$ cat src/rtl/cic_pkg.sv
`default_nettype none
// +------------------------------------------------------------------+
// | cic_pkg : sizing helpers shared by the CIC up/down samplers       |
// | Rev 1.0                                                           |
// +------------------------------------------------------------------+
package cic_pkg;

  function automatic int cic_pow(input int base, input int e);
    int p = 1;
    for (int i = 0; i < e; i++) p = p * base;
    return p;
  endfunction

  function automatic int cic_gain(input int r, input int m, input int n);
    return cic_pow(r * m, n) / r;
  endfunction

  // Interpolators lose one factor of R to zero stuffing; decimators keep it.
  function automatic int cic_dw(input int w, input int r, input int m, input int n, input bit up);
    return up ? (w + $clog2(cic_gain(r, m, n))) : (w + $clog2(cic_pow(r * m, n)));
  endfunction

  function automatic longint cic_attn(input int dw, input int gain);
    return (longint'(1) << (dw - 1)) / longint'(gain);
  endfunction

  localparam int GAIN = cic_gain(4, 2, 2);

endpackage
`default_nettype wire

$ cat src/rtl/cic_upsampler_if.sv
`default_nettype none
// +------------------------------------------------------------------+
// | cic_upsampler_if : strobes and data of the CIC interpolator       |
// | Rev 1.0                                                           |
// +------------------------------------------------------------------+
interface cic_upsampler_if #(
  parameter int W  = 10,
  parameter int PW = 2
);
  logic                eni;
  logic                eno;
  logic signed [W-1:0] in;
  logic signed [W-1:0] out;
  logic [PW-1:0]       phase;
  logic                ovf;

  modport master (output eni, eno, in, input out, phase, ovf);
  modport slave  (input eni, eno, in, output out, phase, ovf);
endinterface
`default_nettype wire

$ cat src/rtl/cic_comb.sv
`default_nettype none
// +------------------------------------------------------------------+
// | cic_comb : one comb stage, y <= x - x delayed by M enabled ticks  |
// | Rev 1.0                                                           |
// +------------------------------------------------------------------+
module cic_comb #(
  parameter int DW = 14,
  parameter int M  = 2
) (
  input  wire logic                 clk,
  input  wire logic                 rst_n,
  input  wire logic                 en,
  input  wire logic signed [DW-1:0] x,
  output logic signed [DW-1:0]      y
);
  logic signed [DW-1:0] r_dly [0:M-1];
  logic signed [DW-1:0] r_y;

  always_ff @(posedge clk) begin
    if (!rst_n) begin
      for (int i = 0; i < M; i++) r_dly[i] <= '0;
      r_y <= '0;
    end else if (en) begin
      r_y      <= x - r_dly[M-1];
      r_dly[0] <= x;
      for (int i = 1; i < M; i++) r_dly[i] <= r_dly[i-1];
    end
  end

  assign y = r_y;
endmodule
`default_nettype wire

$ cat src/rtl/cic_integrator.sv
`default_nettype none
// +------------------------------------------------------------------+
// | cic_integrator : one wrapping integrator stage                    |
// | Rev 1.0                                                           |
// +------------------------------------------------------------------+
module cic_integrator #(
  parameter int DW = 14
) (
  input  wire logic                 clk,
  input  wire logic                 rst_n,
  input  wire logic                 en,
  input  wire logic signed [DW-1:0] x,
  output logic signed [DW-1:0]      y
);
  logic signed [DW-1:0] r_acc;

  // Modulo 2**DW wrap is what makes the comb/integrator pair exact.
  always_ff @(posedge clk) begin
    if (!rst_n)  r_acc <= '0;
    else if (en) r_acc <= r_acc + x;
  end

  assign y = r_acc;
endmodule
`default_nettype wire

$ cat src/rtl/cic_zero_stuffer.sv
`default_nettype none
// +------------------------------------------------------------------+
// | cic_zero_stuffer : low-to-high rate hand-over with overrun flag   |
// | Rev 1.0                                                           |
// +------------------------------------------------------------------+
module cic_zero_stuffer #(
  parameter int DW = 14,
  parameter int R  = 4,
  parameter int PW = (R > 1) ? $clog2(R) : 1
) (
  input  wire logic                 clk,
  input  wire logic                 rst_n,
  input  wire logic                 eni,
  input  wire logic                 eno,
  input  wire logic signed [DW-1:0] x,
  output logic signed [DW-1:0]      y,
  output logic [PW-1:0]             phase,
  output logic                      ovf
);
  logic signed [DW-1:0] r_hold;
  logic signed [DW-1:0] r_y;
  logic                 r_pend;
  logic [PW-1:0]        r_phase;
  logic                 r_ovf;

  always_ff @(posedge clk) begin
    if (!rst_n) begin
      r_hold  <= '0;
      r_y     <= '0;
      r_pend  <= 1'b0;
      r_phase <= '0;
      r_ovf   <= 1'b0;
    end else begin
      // eno always sees the pre-edge hold/pend, so a coincident eni is deferred.
      if (eno) begin
        r_y <= r_pend ? r_hold : '0;
        if (r_pend)                    r_phase <= '0;
        else if (r_phase != PW'(R-1))  r_phase <= r_phase + PW'(1);
      end
      if (eni) begin
        r_hold <= x;
        if (r_pend && !eno) r_ovf <= 1'b1;
      end
      if (eni)      r_pend <= 1'b1;
      else if (eno) r_pend <= 1'b0;
    end
  end

  assign y     = r_y;
  assign phase = r_phase;
  assign ovf   = r_ovf;
endmodule
`default_nettype wire

$ cat src/rtl/cic_upsampler.sv
`default_nettype none
// +------------------------------------------------------------------+
// | cic_upsampler : N-stage CIC interpolator with gain correction     |
// | Rev 1.0                                                           |
// +------------------------------------------------------------------+
module cic_upsampler
  import cic_pkg::*;
#(
  parameter int W = 10,
  parameter int R = 4,
  parameter int M = 2,
  parameter int N = 2
) (
  input wire logic       clk,
  input wire logic       rst_n,
  cic_upsampler_if.slave bus
);
  localparam int c_DW   = cic_dw(W, R, M, N, 1'b1);
  localparam int c_GAIN = cic_gain(R, M, N);
  localparam int c_PW   = (R > 1) ? $clog2(R) : 1;
  localparam logic signed [2*c_DW-1:0] c_ATTN = (2*c_DW)'(cic_attn(c_DW, c_GAIN));

  logic signed [c_DW-1:0] w_comb  [0:N];
  logic signed [c_DW-1:0] w_integ [0:N];
  logic signed [W-1:0]    r_out;

  assign w_comb[0] = c_DW'(bus.in);

  generate
    for (genvar i = 0; i < N; i++) begin : g_comb
      cic_comb #(.DW(c_DW), .M(M)) u_comb (
        .clk(clk), .rst_n(rst_n), .en(bus.eni),
        .x(w_comb[i]), .y(w_comb[i+1])
      );
    end
  endgenerate

  cic_zero_stuffer #(.DW(c_DW), .R(R), .PW(c_PW)) u_stuffer (
    .clk(clk), .rst_n(rst_n), .eni(bus.eni), .eno(bus.eno),
    .x(w_comb[N]), .y(w_integ[0]), .phase(bus.phase), .ovf(bus.ovf)
  );

  generate
    for (genvar i = 0; i < N; i++) begin : g_integ
      cic_integrator #(.DW(c_DW)) u_integ (
        .clk(clk), .rst_n(rst_n), .en(bus.eno),
        .x(w_integ[i]), .y(w_integ[i+1])
      );
    end
  endgenerate

  // Q1.(DW-1) attenuation undoes the CIC DC gain; full 2*DW product before the shift.
  always_ff @(posedge clk) begin
    if (!rst_n)       r_out <= '0;
    else if (bus.eno) r_out <= W'(((2*c_DW)'(w_integ[N]) * c_ATTN) >>> (c_DW - 1));
  end

  assign bus.out = r_out;
endmodule
`default_nettype wire
$ cat src/flat_wrapper.sv
// flat-port wrapper written by rule: the top's interface ports become plain ports
module cic_upsampler_flat import cic_pkg::*;
#(
  parameter int W = 10,
  parameter int R = 4,
  parameter int M = 2,
  parameter int N = 2
)
  (clk, rst_n, bus_eni, bus_eno, bus_in, bus_out, bus_phase, bus_ovf);
  cic_upsampler_if #(.W(W)) bus_i ();
  input wire logic clk;
  input wire logic rst_n;
  input wire logic [$bits(bus_i.eni)-1:0] bus_eni;
  input wire logic [$bits(bus_i.eno)-1:0] bus_eno;
  input wire logic [$bits(bus_i.in)-1:0] bus_in;
  output wire logic [$bits(bus_i.out)-1:0] bus_out;
  output wire logic [$bits(bus_i.phase)-1:0] bus_phase;
  output wire logic [$bits(bus_i.ovf)-1:0] bus_ovf;
  assign bus_i.eni = bus_eni;
  assign bus_i.eno = bus_eno;
  assign bus_i.in = bus_in;
  assign bus_out = bus_i.out;
  assign bus_phase = bus_i.phase;
  assign bus_ovf = bus_i.ovf;
  cic_upsampler #(.W(W), .R(R), .M(M), .N(N)) u_core (.clk(clk), .rst_n(rst_n), .bus(bus_i));
endmodule
$ cat config.mk
export PLATFORM = sky130hd
export DESIGN_NAME = cic_upsampler_flat
export DESIGN_NICKNAME = d
export VERILOG_FILES = /design/src/rtl/cic_pkg.sv /design/src/rtl/cic_upsampler_if.sv /design/src/rtl/cic_comb.sv /design/src/rtl/cic_integrator.sv /design/src/rtl/cic_zero_stuffer.sv /design/src/rtl/cic_upsampler.sv /design/src/flat_wrapper.sv
export SDC_FILE = /design/constraint.sdc
export NUM_CORES = 1
export LEC_CHECK = 0
export ABC_AREA = 1
export ABC_CLOCK_PERIOD_IN_PS = 2100
export BUFFER_PORTS_ARGS = -buffer_cell sky130_fd_sc_hd__buf_2
export CORE_MARGIN = 2
export CORE_UTILIZATION = 45
export DETAILED_ROUTE_END_ITERATION = 16
export PLACE_DENSITY_LB_ADDON = 0.2
export SLEW_MARGIN = 0
export SYNTH_ARGS = -nofsm -noshare
export SYNTH_HDL_FRONTEND = slang
export SYNTH_HIERARCHICAL = 1
export SYNTH_SLANG_ARGS = --single-unit
export TNS_END_PERCENT = 10
$ cat constraint.sdc
create_clock -name clk -period 2.1 [get_ports clk]
set_input_delay 0.42 -clock clk [delete_from_list [all_inputs] [get_ports clk]]
set_output_delay 0.42 -clock clk [all_outputs]
set_load 0.03 [all_outputs]
==> metrics.cfg <==
[pwr]
power.leakage_nw = 5.14
irDropWorstVdd_mv = 0.579
p_per_area_nw_per_um2 = 795

[clock_tree]
cts_resized = 0
cts_root_buffer = clkbuf_16
clockBufferDepth = 2
cts_made_buffers = 17
hold_buffers = 0
clk_latency_ps = 430
cts_setup_buffers = 0
cts.sinks = 154
cts_tree = built
clk_pin_slew_ps = 70
htree_num_levels = 4

[sta]
tns_ps = 0
rsz0062_at_grt = no
finalCritPeriodShare_pct = 88.5
clock-skew-final_ps = 12.7
period_needed_ps = 1860
hold_viol_final = 0
setup_viol_count_final = 0
timing.fmax_ghz = 0.538
slew_violations = 0
max-slew-margin-rel_pct = 69.3
tightestPinTransition_ps = 460

[cells_and_area]
diodes = 0
drive_gt1_share_pct = 7.83
area_growth_syn_to_layout_pct = 11.6
nNetsFinal = 1386
finalNonFillerCells = 1593
n_fill_cell = 2014

[logic_synthesis]
yosys.area_share.simple_pct = 30.4
synth-seq-cells = 154
synth_ff_type = dfxtp_1
synth_edf_count = 56
synthMuxAreaShare_pct = 0
synth_compound_area_share_pct = 6.16
synthArstFlopShare_pct = 0
synth_xor_xnor_area_share_pct = 1.28
yosysUniqueCellTypes = 35
yosysMostFrequentCell = nand2_1
syn_area_per_cell_um2 = 6.95
synthAdderAreaFrac_pct = 8.36
synthCells = 1280
synth-seq-area-share_pct = 41.0
synthTopCellsByArea = dfxtp_1 (22%), edfxtp_1 (19%), nand2_1 (15%)
synth_top_family_by_area = simple AND/OR/NAND/NOR gates
synth_top_cell_by_area = dfxtp_1
synth_area_um2 = 8890
yosys_warnings = 6
synthTopCellsByCount = nand2_1 (349), inv_1 (252), nor2_1 (207)
synth_top_cell_area_share_pct = 22.1
syn_nets = 1351

[floorplan]
core_area_um2 = 19400
dieArea_um2 = 20900
io_pins = 27
dieWidth_um = 145
die_h_um = 145
initial_core_util_pct = 45.8
rows = 51

[place]
gp_congestion = 0.842
dp_hpwl_um = 13600
port_buffers = 26
placedCellCount = 1561

[detailed_routing]
wl_per_cell_um = 11.3
drtPass1Iterations = 5
vias_per_cell = 4.58
dr.first_iter.drc_count = 398
drc = 0
wl_um = 18000
drtAntennaViolNets = 0
via_count = 7303

[global_routing]
grt_antenna_before_repair = 0
grt_pass1_vias = 6720
grt_first_pass_wirelength_um = 31100
grt.overflow.total = 0
grt_max_degree = 54
gr-usage-all-layers_pct = 18.7

[setup_path]
end_kind = register
worst-setup-path-type = register to register
rrSetupSlack_ps = 240
startpoint_type = register
reg2reg_from = u_core/g_integ[0].u_integ/y[0]
crit_arrival_ps = 2230
worstPathRequired_ps = 2470
crit_fanout = 4
setup.worst_path.start = u_core/g_integ[0].u_integ/y[0]

[min_path]
min_from = bus_in[6]
worstHoldPathType = input port to register

[outcome]
status = complete, no violations

[job]
maxCapViolations = 0

==> placed cells by master, fill, tap and decap left out <==
cell / synthesis / routed
clkinv_4: 0 / 2
bufinv_16: 0 / 2
a21oi_2: 3 / 3
ha_1: 53 / 53
o211ai_1: 1 / 1
nor2_4: 1 / 1
buf_12: 0 / 2
nor2_2: 5 / 5
clkinvlp_4: 0 / 4
clkinv_1: 4 / 4
nand3b_1: 2 / 2
o21ai_1: 7 / 7
inv_6: 0 / 6
inv_1: 252 / 252
nor2_1: 207 / 207
dfxtp_1: 98 / 98
xnor2_1: 4 / 4
nand3_2: 4 / 4
nand2_4: 1 / 1
nand2_1: 349 / 349
clkbuf_16: 0 / 17
nand2_2: 11 / 11
fa_1: 4 / 4
a31oi_1: 1 / 1
xor2_1: 9 / 9
nand3_1: 67 / 67
a21oi_1: 51 / 51
a22o_1: 2 / 2
buf_2: 7 / 26
nand4_1: 12 / 12
clkinv_2: 1 / 2
or2_1: 5 / 5
buf_4: 2 / 11
inv_2: 7 / 7
o21ai_0: 40 / 40
edfxtp_1: 56 / 56
==> layout make-up <==
class / count / area [um^2] / area share [%]
well taps: 265 / 332 / 3.34
multi-input cells: 839 / 4110 / 41.4
flip-flops and latches: 154 / 3640 / 36.7
clock inverters: 15 / 165 / 1.66
inverters: 264 / 992 / 10.0
clock buffers: 17 / 425 / 4.29
repair buffers: 39 / 253 / 2.55
==> state kept, by name (all words and copies together), names as in the netlist <==
signal and cells:
u_core/bus.out 10, u_core/g_comb.u_comb/y 28, u_core/u_stuffer/phase 2, u_core/u_stuffer/r_hold 14
u_core/u_stuffer/ovf 1, u_core/g_integ.u_integ/y 28, u_core/u_stuffer/r_pend 1, u_core/g_comb.u_comb/r_dly 56
u_core/u_stuffer/y 14
==> per-stage QoR <==
| step | utilization, % | power (mW) | area (um^2) | hold slack (ps) | worst slack (ps) |
|---|---|---|---|---|---|
| global route | 51.1 | 8.33 | 9920 | 326 | 13.1 |
| global placement | 48.1 | 4.86 | 9330 | 442 | 153 |
| CTS | 51.1 | 7.97 | 9920 | 295 | 240 |
| detailed placement | 48.1 | 4.88 | 9330 | 442 | 113 |
| floorplan | - | 4.54 | 8890 | 427 | 377 |
| finish | 51.1 | 7.89 | 9920 | 307 | 242 |
==> critical path, cell delays in order, from the launching register on <==
cell and delay (ps):
dfxtp_1 360, ha_1 200, inv_1 70, fa_1 410
inv_1 100, nand3_1 120, nand2_4 130, a21oi_2 60
or2_1 200, nand3_1 60, nand2_1 50, inv_1 40
==> routing by layer <==
metal  up-vias  part of all wire (%)  GRT usage, %
li1       3985                     -             -
met4         0                   2.4          7.26
met2        70                    48          31.9
met3        33                   2.2          3.58
met1      3215                    48          23.3
met5         -                     0             0
==> power breakdown <==
part | switching (mW) | leakage (nW) | internal, mW | total (mW)
combinational | 0.875 | 3.43 | 0.479 | 1.35
sequential | 0.139 | 1.43 | 3.32 | 3.46
clock | 1.30 | 0.278 | 1.77 | 3.08
==> logic make-up after synthesis <==
| logic type | after synthesis |
|---|---|
| XOR/XNOR | 13 |
| AND/OR/NAND/NOR | 664 |
| adder cells (fa/ha/maj) | 57 |
| flip-flops | 154 |
| AO/OA/AOI/OAI | 105 |
| buffers and inverters | 287 |
==> path summary, 6_finish.rpt <==
| check | endpoint | depth (start not counted) |
|---|---|---|
| worst max-delay path | u_core/g_integ[0].u_integ/y[6] | 11 |
| worst min-delay path | u_core/g_comb[0].u_comb/r_dly[0][6] | 3 |
| worst max register to register | u_core/g_integ[0].u_integ/y[6] | 11 |
| worst min register to register | u_core/u_stuffer/ovf | 2 |
No activity file was read; power rests on OpenSTA's default activity.
